==> config.mk <==
export PLATFORM = sky130hd
export DESIGN_NAME = microsequencer_flat
export DESIGN_NICKNAME = d
export VERILOG_FILES = /design/src/rtl/microsequencer_if.sv /design/src/rtl/microsequencer.sv /design/src/flat_wrapper.sv
export SDC_FILE = /design/constraint.sdc
export NUM_CORES = 1
export LEC_CHECK = 0
export CORE_UTILIZATION = 45
export CTS_BUF_LIST = sky130_fd_sc_hd__clkbuf_2 sky130_fd_sc_hd__clkbuf_4 sky130_fd_sc_hd__clkbuf_8
export DETAILED_ROUTE_END_ITERATION = 6
export GPL_ROUTABILITY_DRIVEN = 1
export PLACE_DENSITY = 0.86
export REMOVE_ABC_BUFFERS = 1
export SYNTH_ARGS = -nofsm -noshare
export SYNTH_HDL_FRONTEND = slang
export SYNTH_SLANG_ARGS = --single-unit
==> constraint.sdc <==
create_clock -name Clk -period 2.6 [get_ports Clk]
set_input_delay 0.52 -clock Clk [delete_from_list [all_inputs] [get_ports Clk]]
set_output_delay 0.52 -clock Clk [all_outputs]
set_load 0.03 [all_outputs]
==> src/rtl/microsequencer_if.sv <==
// Bus bundle between the microsequencer, the control ROM, the instruction encoder
// and the datapath condition logic.
interface microsequencer_if #(
    parameter int AW = 8,
    parameter int CW = 64
);
    logic          EN;
    logic [CW-1:0] ROM_OUT;
    logic [AW-1:0] ENC_ADDR;
    logic [7:0]    COND;
    logic          MOC;
    logic [AW-1:0] ROM_ADDR;
    logic [CW-1:0] CTRL;
    logic          ERR;

    modport slave (
        input  EN, ROM_OUT, ENC_ADDR, COND, MOC,
        output ROM_ADDR, CTRL, ERR
    );

    modport master (
        output EN, ROM_OUT, ENC_ADDR, COND, MOC,
        input  ROM_ADDR, CTRL, ERR
    );
endinterface

==> src/rtl/microsequencer.sv <==
// Microprogram next-address sequencer: addresses the control ROM, registers the
// returned word into CTRL and keeps a small return stack for microsubroutines.
module microsequencer #(
    parameter int            AW          = 8,
    parameter int            CW          = 64,
    parameter int            STACK_DEPTH = 4,
    parameter logic [AW-1:0] RESET_ADDR  = {AW{1'b0}}
) (
    input  logic           Clk,
    input  logic           Clr,
    microsequencer_if.slave bus
);
    localparam int             SPW     = $clog2(STACK_DEPTH) + 1;
    localparam logic [SPW-1:0] SP_FULL = SPW'(STACK_DEPTH);

    logic [AW-1:0]  addr_q, addr_d;
    logic [CW-1:0]  ctrl_q, ctrl_d;
    logic [SPW-1:0] sp_q, sp_d;
    logic [AW-1:0]  stack_q [STACK_DEPTH];
    logic [AW-1:0]  stack_d [STACK_DEPTH];
    logic           err_q, err_d;

    logic [2:0]     n_s;
    logic           inv_s;
    logic           mi_s;
    logic [2:0]     s_s;
    logic [AW-1:0]  t_s;
    logic           cond_s;
    logic [AW-1:0]  inc_s;
    logic [SPW-1:0] sp_dec_s;

    assign n_s      = bus.ROM_OUT[57:55];
    assign inv_s    = bus.ROM_OUT[54];
    assign mi_s     = bus.ROM_OUT[53];
    assign s_s      = bus.ROM_OUT[52:50];
    assign t_s      = bus.ROM_OUT[34 +: AW];
    assign cond_s   = (mi_s ? bus.MOC : bus.COND[s_s]) ^ inv_s;
    assign inc_s    = addr_q + {{(AW-1){1'b0}}, 1'b1};
    assign sp_dec_s = sp_q - {{(SPW-1){1'b0}}, 1'b1};

    // Next-address selection and return-stack update
    always_comb begin
        addr_d  = addr_q;
        ctrl_d  = ctrl_q;
        sp_d    = sp_q;
        stack_d = stack_q;
        err_d   = err_q;
        if (bus.EN) begin
            ctrl_d = bus.ROM_OUT;
            case (n_s)
                3'b000:  addr_d = bus.ENC_ADDR;
                3'b001:  addr_d = t_s;
                3'b010:  addr_d = inc_s;
                3'b011:  addr_d = cond_s ? t_s : inc_s;
                3'b100:  addr_d = cond_s ? t_s : bus.ENC_ADDR;
                3'b101: begin
                    addr_d = t_s;
                    if (sp_q == SP_FULL) begin
                        err_d = 1'b1;
                    end else begin
                        stack_d[sp_q[SPW-2:0]] = inc_s;
                        sp_d = sp_q + {{(SPW-1){1'b0}}, 1'b1};
                    end
                end
                3'b110: begin
                    // Underflow restarts the fetch microroutine rather than jumping to garbage
                    if (sp_q == {SPW{1'b0}}) begin
                        addr_d = RESET_ADDR;
                        err_d  = 1'b1;
                    end else begin
                        addr_d = stack_q[sp_dec_s[SPW-2:0]];
                        sp_d   = sp_dec_s;
                    end
                end
                3'b111:  addr_d = cond_s ? inc_s : addr_q;
                default: addr_d = inc_s;
            endcase
        end else begin
            addr_d = addr_q;
        end
    end

    // State, control register, stack and fault flag
    always_ff @(posedge Clk or negedge Clr) begin
        if (!Clr) begin
            addr_q <= RESET_ADDR;
            ctrl_q <= {CW{1'b0}};
            sp_q   <= {SPW{1'b0}};
            err_q  <= 1'b0;
            for (int i = 0; i < STACK_DEPTH; i++) begin
                stack_q[i] <= {AW{1'b0}};
            end
        end else begin
            addr_q  <= addr_d;
            ctrl_q  <= ctrl_d;
            sp_q    <= sp_d;
            err_q   <= err_d;
            stack_q <= stack_d;
        end
    end

    assign bus.ROM_ADDR = addr_q;
    assign bus.CTRL     = ctrl_q;
    assign bus.ERR      = err_q;
endmodule

==> src/flat_wrapper.sv <==
// flat-port wrapper written by rule: the top's interface ports become plain ports
module microsequencer_flat 
#(
    parameter int            AW          = 8,
    parameter int            CW          = 64,
    parameter int            STACK_DEPTH = 4,
    parameter logic [AW-1:0] RESET_ADDR  = {AW{1'b0}}
)
  (Clk, Clr, bus_EN, bus_ROM_OUT, bus_ENC_ADDR, bus_COND, bus_MOC, bus_ROM_ADDR, bus_CTRL, bus_ERR);
  microsequencer_if #(.AW(AW), .CW(CW)) bus_i ();
  input  logic Clk;
  input  logic Clr;
  input wire logic [$bits(bus_i.EN)-1:0] bus_EN;
  input wire logic [$bits(bus_i.ROM_OUT)-1:0] bus_ROM_OUT;
  input wire logic [$bits(bus_i.ENC_ADDR)-1:0] bus_ENC_ADDR;
  input wire logic [$bits(bus_i.COND)-1:0] bus_COND;
  input wire logic [$bits(bus_i.MOC)-1:0] bus_MOC;
  output wire logic [$bits(bus_i.ROM_ADDR)-1:0] bus_ROM_ADDR;
  output wire logic [$bits(bus_i.CTRL)-1:0] bus_CTRL;
  output wire logic [$bits(bus_i.ERR)-1:0] bus_ERR;
  assign bus_i.EN = bus_EN;
  assign bus_i.ROM_OUT = bus_ROM_OUT;
  assign bus_i.ENC_ADDR = bus_ENC_ADDR;
  assign bus_i.COND = bus_COND;
  assign bus_i.MOC = bus_MOC;
  assign bus_ROM_ADDR = bus_i.ROM_ADDR;
  assign bus_CTRL = bus_i.CTRL;
  assign bus_ERR = bus_i.ERR;
  microsequencer #(.AW(AW), .CW(CW), .STACK_DEPTH(STACK_DEPTH), .RESET_ADDR(RESET_ADDR)) u_core (.Clk(Clk), .Clr(Clr), .bus(bus_i));
endmodule
==> key figures, run 1 <==
Outcome
  • Result of the run: complete, but fails checks
  • Failing checks: design-rule violations

Yosys
  • Post-synthesis cell type count: 64
  • Netlist Area Pre-Place: 5388 sq um
  • Yosys warns: 0
  • Share of synthesized flip-flops with an asynchronous set or reset: 1.000
  • Share of the yosys chip area belonging to registers: 0.5016
  • Register bit total from synthesis: 108
  • Synthesized netlist cell count: 470
  • Average instance area after synthesis: about 11 sq um
  • Commonest register cell after synthesis: dfrtp_1
  • Post-synth EDFFs: 0

Clock tree
  • Clock tree root driver cell: clkbuf_8
  • Hold-fix buffers, CTS: 0
  • Setup Buffers After CTS: 0
  • Total clock buffers created by CTS: 9
  • TritonCTS clock tree: yes
  • H-Tree Level Count: 3
  • Clk sinks: 108
  • CTS resizes: 0
  • Buffers from clock root to sink, at most: 2
  • Clock latency at the later pin of the worst-skew pair: roughly 0.39 ns
  • Clock transition at the register clock pins on the worst setup and hold paths after CTS: approximately 0.11 ns

Die
  • Count of pins on the block boundary: 157
  • Horizontal die dimension: approximately 110 um
  • Core area: 11560 sq um
  • Die Ht: 111.4 um
  • Starting density of the core: 0.4659
  • Floorplan die area: 12410 sq um
  • Placement Rows: 39

Setup path
  • Depth of the most critical reg-to-reg path: 8
  • Critical path, cell by cell: clkdlybuf4s50_1 -> buf_4 -> mux2i_1 -> a22oi_1 -> buf_4 -> and4b_4 -> or3_1 -> a311oi_1 -> a2bb2oi_1
  • Worst reg2reg startpoint: u_core.sp_q[1]$_DFFE_PN0P_
  • Arrival @ worst endpoint: between 2 and 3 ns
  • Critical R2R Capture: u_core.bus.ROM_ADDR[2]$_DFFE_PN0P_
  • Cell with the largest stage delay on the worst path: clkdlybuf4s50_1
  • End point of the critical path: u_core.bus.ROM_ADDR[2]$_DFFE_PN0P_
  • Worst path bufs/invs: 3
  • Worst EP required: 2.87 ns
  • Cell family with the largest share of critical-path delay: buffers and inverters
  • Type of the worst setup path: input port to register
  • Crit path capture type: register
  • Start point of the critical path: bus_ROM_OUT[50]
  • Stage delay of the slowest cell on the critical path: roughly 0.50 ns
  • WP depth: 9
  • Setup slack of the worst register-to-register path: ~0.35 ns
  • Biggest fanout along the worst timing path: 9
  • Crit start category: input port
  • Cell repeated most along the worst path: buf_4

Routing
  • Post-detailed-route via-to-cell ratio: 5.629
  • Drc violations: 18
  • Average detailed-routed wire length per instance: 19.12 um
  • Violation count after the first detailed-route iteration: 324
  • Drt total wl: 15.45 mm
  • Post-detailed-route count of antenna-violating nets: 0
  • Vias post-DR: ~4500
  • Length of the first detailed-routing pass in iterations: 7

Power
  • Power share of the combinational group: 0.374
  • Total chip power: 5.711 mW
  • Pleak: 3.239 nW
  • Power share of the sequential group: 0.407
  • Sw power: 1.960 mW
  • Power density over the cells: 747.6 nW/um^2
  • Clock share of power: 0.219
  • Proportion of total power due to net switching: 0.3432
  • Worst IR drop on VDD: 0.4345 mV
  • Internal power contribution: 3.751 mW

Placement
  • Half-perimeter wire length after placement: approximately 12 mm
  • Routability Congestion: 0.9381
  • Buffers added on ports: 156
  • Placed Area: 7392 sq um
  • Worst setup slack after placement: -0.2631 ns

Global routing
  • Vias in the first global route: 4732
  • Grt ovf: 0
  • GRT Overall Usage: 0.2606
  • First-pass GRT wire length: approximately 25 mm
  • Largest net degree at the start of global routing: 50
  • Initial antenna violation count: 0

Final layout
  • Final core utilization: 0.6605
  • Post-route design area: ~7600 sq um
  • Share of post-route cells with drive strength above 1: 0.2421
  • Count of fill cells added during filler insertion: 860
  • Diodes inserted: 0
  • Area growth from synthesis to final layout: 41.78%
  • Number of nets at the end of the flow: 750

Run
  • Max_cap viols: 0

STA
  • Final-report hold violation count: 0
  • Relative slew slack: 0.6018
  • Final-report max-slew violation count: 0
  • Max Freq: 0.4018 GHz
  • Fin Clk Skew: 0.01134 ns
  • Setup-violating endpoint count in the final report: 0
  • Shortest period the worst path allows: 2.489 ns
  • RSZ-0062 raised after global routing: false
  • Post-route worst hold slack: 0.1089 ns
  • Actual slew at the worst max-slew pin: 0.5974 ns
  • Post-route clock period utilization: 0.9572
  • Setup slack of the critical path after layout: between 0.1 and 0.15 ns

Hold path
  • Type of the tightest min-delay check: input port to async pin
[cell usage after synthesis, types with 5 or more instances]
master / count / area share
o21ai_0: 31 / 0.029
nor2_1: 22 / 0.015
mux2_2: 71 / 0.15
nor2b_1: 7 / 0.0081
ha_1: 6 / 0.014
nand2b_1: 6 / 0.0070
inv_1: 7 / 0.0049
mux2i_1: 10 / 0.019
nand2_1: 47 / 0.033
dfrtp_1: 108 / 0.50
clkbuf_1: 21 / 0.015
a21oi_1: 19 / 0.018
a2bb2oi_1: 5 / 0.0081
mux4_2: 8 / 0.033
xnor2_1: 9 / 0.015
nand3_1: 13 / 0.012
[flip-flops by register name, summed over array words and instances (netlist names)]
signal               flops
u_core.bus.CTRL         64
u_core.stack_q          32
u_core.bus.ROM_ADDR      8
u_core.sp_q              3
u_core.bus.ERR           1
[power groups by stage]
stage,Clock [mW],Sequential (mW),Combinational (mW)
2_1_floorplan,0,2.58,0.920
6_report,1.25,2.32,2.13
5_1_grt,1.34,2.37,2.28
4_1_cts,1.28,2.32,2.14
3_3_place_gp,0,2.32,2.06
3_5_place_dp,0,2.35,2.12
[kinds of logic after synthesis]
group | share of synthesized area
AND/OR/NAND/NOR | 0.1078
flip-flops | 0.5016
AO/OA/AOI/OAI | 0.1256
multiplexers | 0.2053
buffers and inverters | 0.02787
XOR/XNOR | 0.01788
adder cells (fa/ha/maj) | 0.01393
[worst min-delay path by stage]
stage / start / end / cells after the start
after floorplan: Clr / u_core.bus.CTRL[0]$_DFFE_PN0P_ / 0
after global placement: u_core.stack_q[2]$_DFFE_PN0P_ / u_core.stack_q[2]$_DFFE_PN0P_ / 2
after detailed placement: u_core.stack_q[14]$_DFFE_PN0P_ / u_core.stack_q[14]$_DFFE_PN0P_ / 2
after CTS: Clr / u_core.bus.CTRL[25]$_DFFE_PN0P_ / 1
after global routing: Clr / u_core.bus.CTRL[20]$_DFFE_PN0P_ / 1
final: Clr / u_core.bus.CTRL[20]$_DFFE_PN0P_ / 1
[placed cells by master (no fill, tap or decap), drive strengths merged, types with 4 or more instances in the layout]
cell type	count
clkdlybuf4s50	154
dfrtp	108
mux2	73
buf	53
nand2	47
o21ai	31
nor2	22
a21oi	19
nand3	13
mux2i	10
xnor2	9
clkbuf	9
inv	9
mux4	8
nor2b	7
nand2b	6
ha	6
a2bb2oi	5
and3	4
or3	4
a31oi	4
nor3	4
[per-stage QoR]
step           setup TNS, ns  std cells
2_1_floorplan              0        442
3_3_place_gp          -1.225        792
3_5_place_dp          -1.576        792
4_1_cts                    0        808
5_1_grt                    0        808
6_report                   0        808
[worst reg2reg max path, stage by stage (launching register included)]
cell	delay [ns]
dfrtp_1	0.39
inv_1	0.10
ha_1	0.49
buf_4	0.22
mux4_2	0.31
nand2_1	0.09
a21oi_1	0.08
a311oi_1	0.32
a2bb2oi_1	0.12
[cell type report]
| cell class | instances | area [sq um] | area share |
|---|---|---|---|
| tap | 143 | 178.9 | 0.02342 |
| clock inverter | 7 | 122.6 | 0.01605 |
| multi-input combinational | 327 | 2535 | 0.3319 |
| clock buffer | 9 | 123.9 | 0.01622 |
| timing repair buffer | 207 | 1949 | 0.2552 |
| sequential | 108 | 2703 | 0.3538 |
| inverter | 7 | 26.28 | 0.003440 |
[metal layers]
layer	vias to the layer above	part of all wire	GRT usage
met2	225	0.48	0.4346
met3	28	0.096	0.07403
met5	-	0	0
li1	2075	-	-
met4	0	0.023	0.1000
met1	2220	0.40	0.3214
Note: power is estimated with default switching activity, not from simulation.
==> run 2: changes to the inputs <==
--- a/config.mk
+++ b/config.mk
@@ -5,6 +5,7 @@
 export SDC_FILE = /design/constraint.sdc
 export NUM_CORES = 1
 export LEC_CHECK = 0
+export CORE_ASPECT_RATIO = 0.75
 export CORE_UTILIZATION = 45
 export CTS_BUF_LIST = sky130_fd_sc_hd__clkbuf_2 sky130_fd_sc_hd__clkbuf_4 sky130_fd_sc_hd__clkbuf_8
 export DETAILED_ROUTE_END_ITERATION = 6
==> key figures, run 2 (same netlist as run 1, synthesis figures left out) <==
Global routing
  • First-pass GRT wire length: 24.56 mm (-2.1%)
  • Grt ovf: 0 (unchanged)
  • Largest net degree at the start of global routing: 61 (+22%)
  • Initial antenna violation count: 0 (unchanged)
  • GRT Overall Usage: 0.2562 (-0.004442)
  • Vias in the first global route: 4721 (-0.23%)

Routing
  • Average detailed-routed wire length per instance: 18.45 um (-3.5%)
  • Length of the first detailed-routing pass in iterations: 5 (-2)
  • Drt total wl: 15.35 mm (-0.66%)
  • Post-detailed-route via-to-cell ratio: 5.438 (-3.4%)
  • Vias post-DR: 4524 (-0.53%)
  • Violation count after the first detailed-route iteration: 268 (-17%)
  • Drc violations: 0 (-18)
  • Post-detailed-route count of antenna-violating nets: 0 (unchanged)

STA
  • Shortest period the worst path allows: 2.497 ns (+0.008677 ns)
  • Total Negative Setup Slacks: 0 ns (unchanged)
  • Setup-violating endpoint count in the final report: 0 (unchanged)
  • Final-report max-slew violation count: 0 (unchanged)
  • Final-report hold violation count: 0 (unchanged)
  • Setup slack of the critical path after layout: 0.1025 ns (-0.008677 ns)
  • Max Freq: 0.4004 GHz (-0.35%)
  • Fin Clk Skew: 0.01064 ns (-0.0006984 ns)
  • Actual slew at the worst max-slew pin: 0.7481 ns (+0.1507 ns)
  • Relative slew slack: 0.5013 (-0.1005)
  • Post-route clock period utilization: 0.9606 (+0.003337)
  • RSZ-0062 raised after global routing: false

Hold path
  • Type of the tightest min-delay check: input port to async pin

Power
  • Sw power: 1.976 mW (+0.82%)
  • Power density over the cells: 710.5 nW/um^2 (-5.0%)
  • Proportion of total power due to net switching: 0.3628 (+0.01959)
  • Power share of the sequential group: 0.424 (+0.017)
  • Power share of the combinational group: 0.389 (+0.015)
  • Worst IR drop on VDD: 0.3701 mV (-15%)
  • Pleak: 3.242 nW (+0.10%)
  • Clock share of power: 0.186 (-0.033)
  • Internal power contribution: 3.471 mW (-7.5%)

Final layout
  • Most frequent cells in the layout: clkdlybuf4s50_1 (154), dfrtp_1 (108), mux2_2 (71), buf_4 (55), nand2_1 (47)
  • Most common cell after layout, fill and taps aside: clkdlybuf4s50_1
  • Count of fill cells added during filler insertion: 921 (+7.1%)
  • Area growth from synthesis to final layout: 42.29%
  • Max FFs per register: 64 (unchanged)
  • Share of post-route cells with drive strength above 1: 0.2493 (+0.007148)
  • Number of nets at the end of the flow: 755 (+0.67%)
  • Post-route design area: 7666 sq um (+0.36%)
  • Sequential cell area: 2703 sq um (unchanged)
  • Diodes inserted: 0 (unchanged)
  • Multi-input logic area: 2541 sq um (+0.25%)

Clock tree
  • Clock latency at the later pin of the worst-skew pair: 0.38 ns (about the same)
  • CTS resizes: 1 (+1)
  • Clk sinks: 108 (unchanged)
  • Hold-fix buffers, CTS: 0 (unchanged)
  • TritonCTS clock tree: yes
  • Clock tree root driver cell: clkbuf_8
  • H-Tree Level Count: 3 (unchanged)
  • Total clock buffers created by CTS: 9 (unchanged)
  • Buffers from clock root to sink, at most: 2 (unchanged)
  • Setup Buffers After CTS: 0 (unchanged)
  • Clock transition at the register clock pins on the worst setup and hold paths after CTS: 0.11 ns (about the same)

Placement
  • Half-perimeter wire length after placement: 11.78 mm (-0.66%)
  • Routability Congestion: 0.9162 (-2.3%)
  • Placed Area: 7466 sq um (+1.0%)
  • Buffers added on ports: 156 (unchanged)
  • Worst setup slack after placement: -0.4685 ns (-0.2053 ns)

Outcome
  • Result of the run: completed

Die
  • Count of pins on the block boundary: 157 (unchanged)
  • Die Ht: 96.76 um (-13%)
  • Floorplan die area: 12420 sq um (about the same)
  • Placement Rows: 34 (-13%)
  • Starting density of the core: 0.4639 (-0.001957)
  • Core area: 11610 sq um (+0.42%)
  • Horizontal die dimension: 128.3 um (+15%)

Setup path
  • Crit path capture type: register
  • Biggest fanout along the worst timing path: 5 (-4)
  • Worst EP required: 2.86 ns (about the same)
  • Crit start category: input port
  • Setup slack of the worst register-to-register path: 0.48 ns (+0.13 ns)
  • Type of the worst setup path: input port to register
  • Arrival @ worst endpoint: 2.76 ns (about the same)

Run
  • Max_cap viols: 0 (unchanged)
## run 2: cell types whose count changed in the layout (fill, tap and decap cells not counted)
| cell | delta |
|---|---|
| a2bb2oi_1 | -1 |
| a2bb2oi_2 | +1 |
| buf_12 | +1 |
| buf_4 | +4 |
| bufinv_16 | -3 |
| clkinv_2 | -1 |
| clkinv_4 | +3 |
| clkinv_8 | +1 |
## run 2: critical path, stage by stage
cell             delay, ns
clkdlybuf4s50_1       0.50
buf_4                 0.19
mux2i_1               0.11
a22oi_1               0.19
buf_4                 0.17
a2111oi_2             0.06
buf_4                 0.16
or3_1                 0.48
a311oi_1              0.27
a2bb2oi_1             0.11
## run 2: worst paths after layout
| check | to | depth (start not counted) | start |
|---|---|---|---|
| max in group asynchronous | u_core.stack_q[27]$_DFFE_PN0P_ | 2 | Clr |
| worst min register to register | u_core.bus.ERR$_DFFE_PN0P_ | 1 | u_core.bus.ERR$_DFFE_PN0P_ |
| worst min-delay path | u_core.bus.CTRL[6]$_DFFE_PN0P_ | 1 | Clr |
| worst max register to register | u_core.bus.ROM_ADDR[3]$_DFFE_PN0P_ | 8 | u_core.sp_q[1]$_DFFE_PN0P_ |
| worst max-delay path | u_core.bus.ROM_ADDR[2]$_DFFE_PN0P_ | 10 | bus_ROM_OUT[50] |
| min in group Clk | u_core.bus.ERR$_DFFE_PN0P_ | 1 | u_core.bus.ERR$_DFFE_PN0P_ |
## run 2: metrics by stage
step                      hold slack [ns]  total power [mW]  cells  utilization
final                              0.1549             5.447    832       0.6601
after global routing               0.1980             5.741    832       0.6601
after CTS                          0.1807             5.486    832       0.6601
after detailed placement           0.4619             4.461    816       0.6429
after global placement             0.4554             4.364    816       0.6429
after floorplan                    0.2244             3.504    442            -
## run 2: layer usage
layer / vias up / part of all wire / GRT usage
met5: - / 0 / 0
met4: 0 / 0.0080 / 0.04525
met3: 17 / 0.10 / 0.08573
met2: 217 / 0.46 / 0.4062
met1: 2196 / 0.43 / 0.3446
li1: 2094 / - / -
## run 2: power groups by stage
| stage | clock (mW) | combinational (mW) | sequential [mW] |
|---|---|---|---|
| global route | 1.10 | 2.29 | 2.35 |
| floorplan | 0 | 0.920 | 2.58 |
| finish | 1.02 | 2.12 | 2.31 |
| detailed placement | 0 | 2.12 | 2.34 |
| global placement | 0 | 2.06 | 2.31 |
| CTS | 1.04 | 2.13 | 2.31 |
## run 2: area by class of cell
| cell class | instances | area share |
|---|---|---|
| Clock inverter | 7 | 0.009140 |
| Clock buffer | 9 | 0.01616 |
| Sequential cell | 108 | 0.3525 |
| Inverter | 7 | 0.003427 |
| Tap cell | 162 | 0.02644 |
| Timing Repair Buffer | 212 | 0.2608 |
| Multi-Input combinational cell | 327 | 0.3315 |
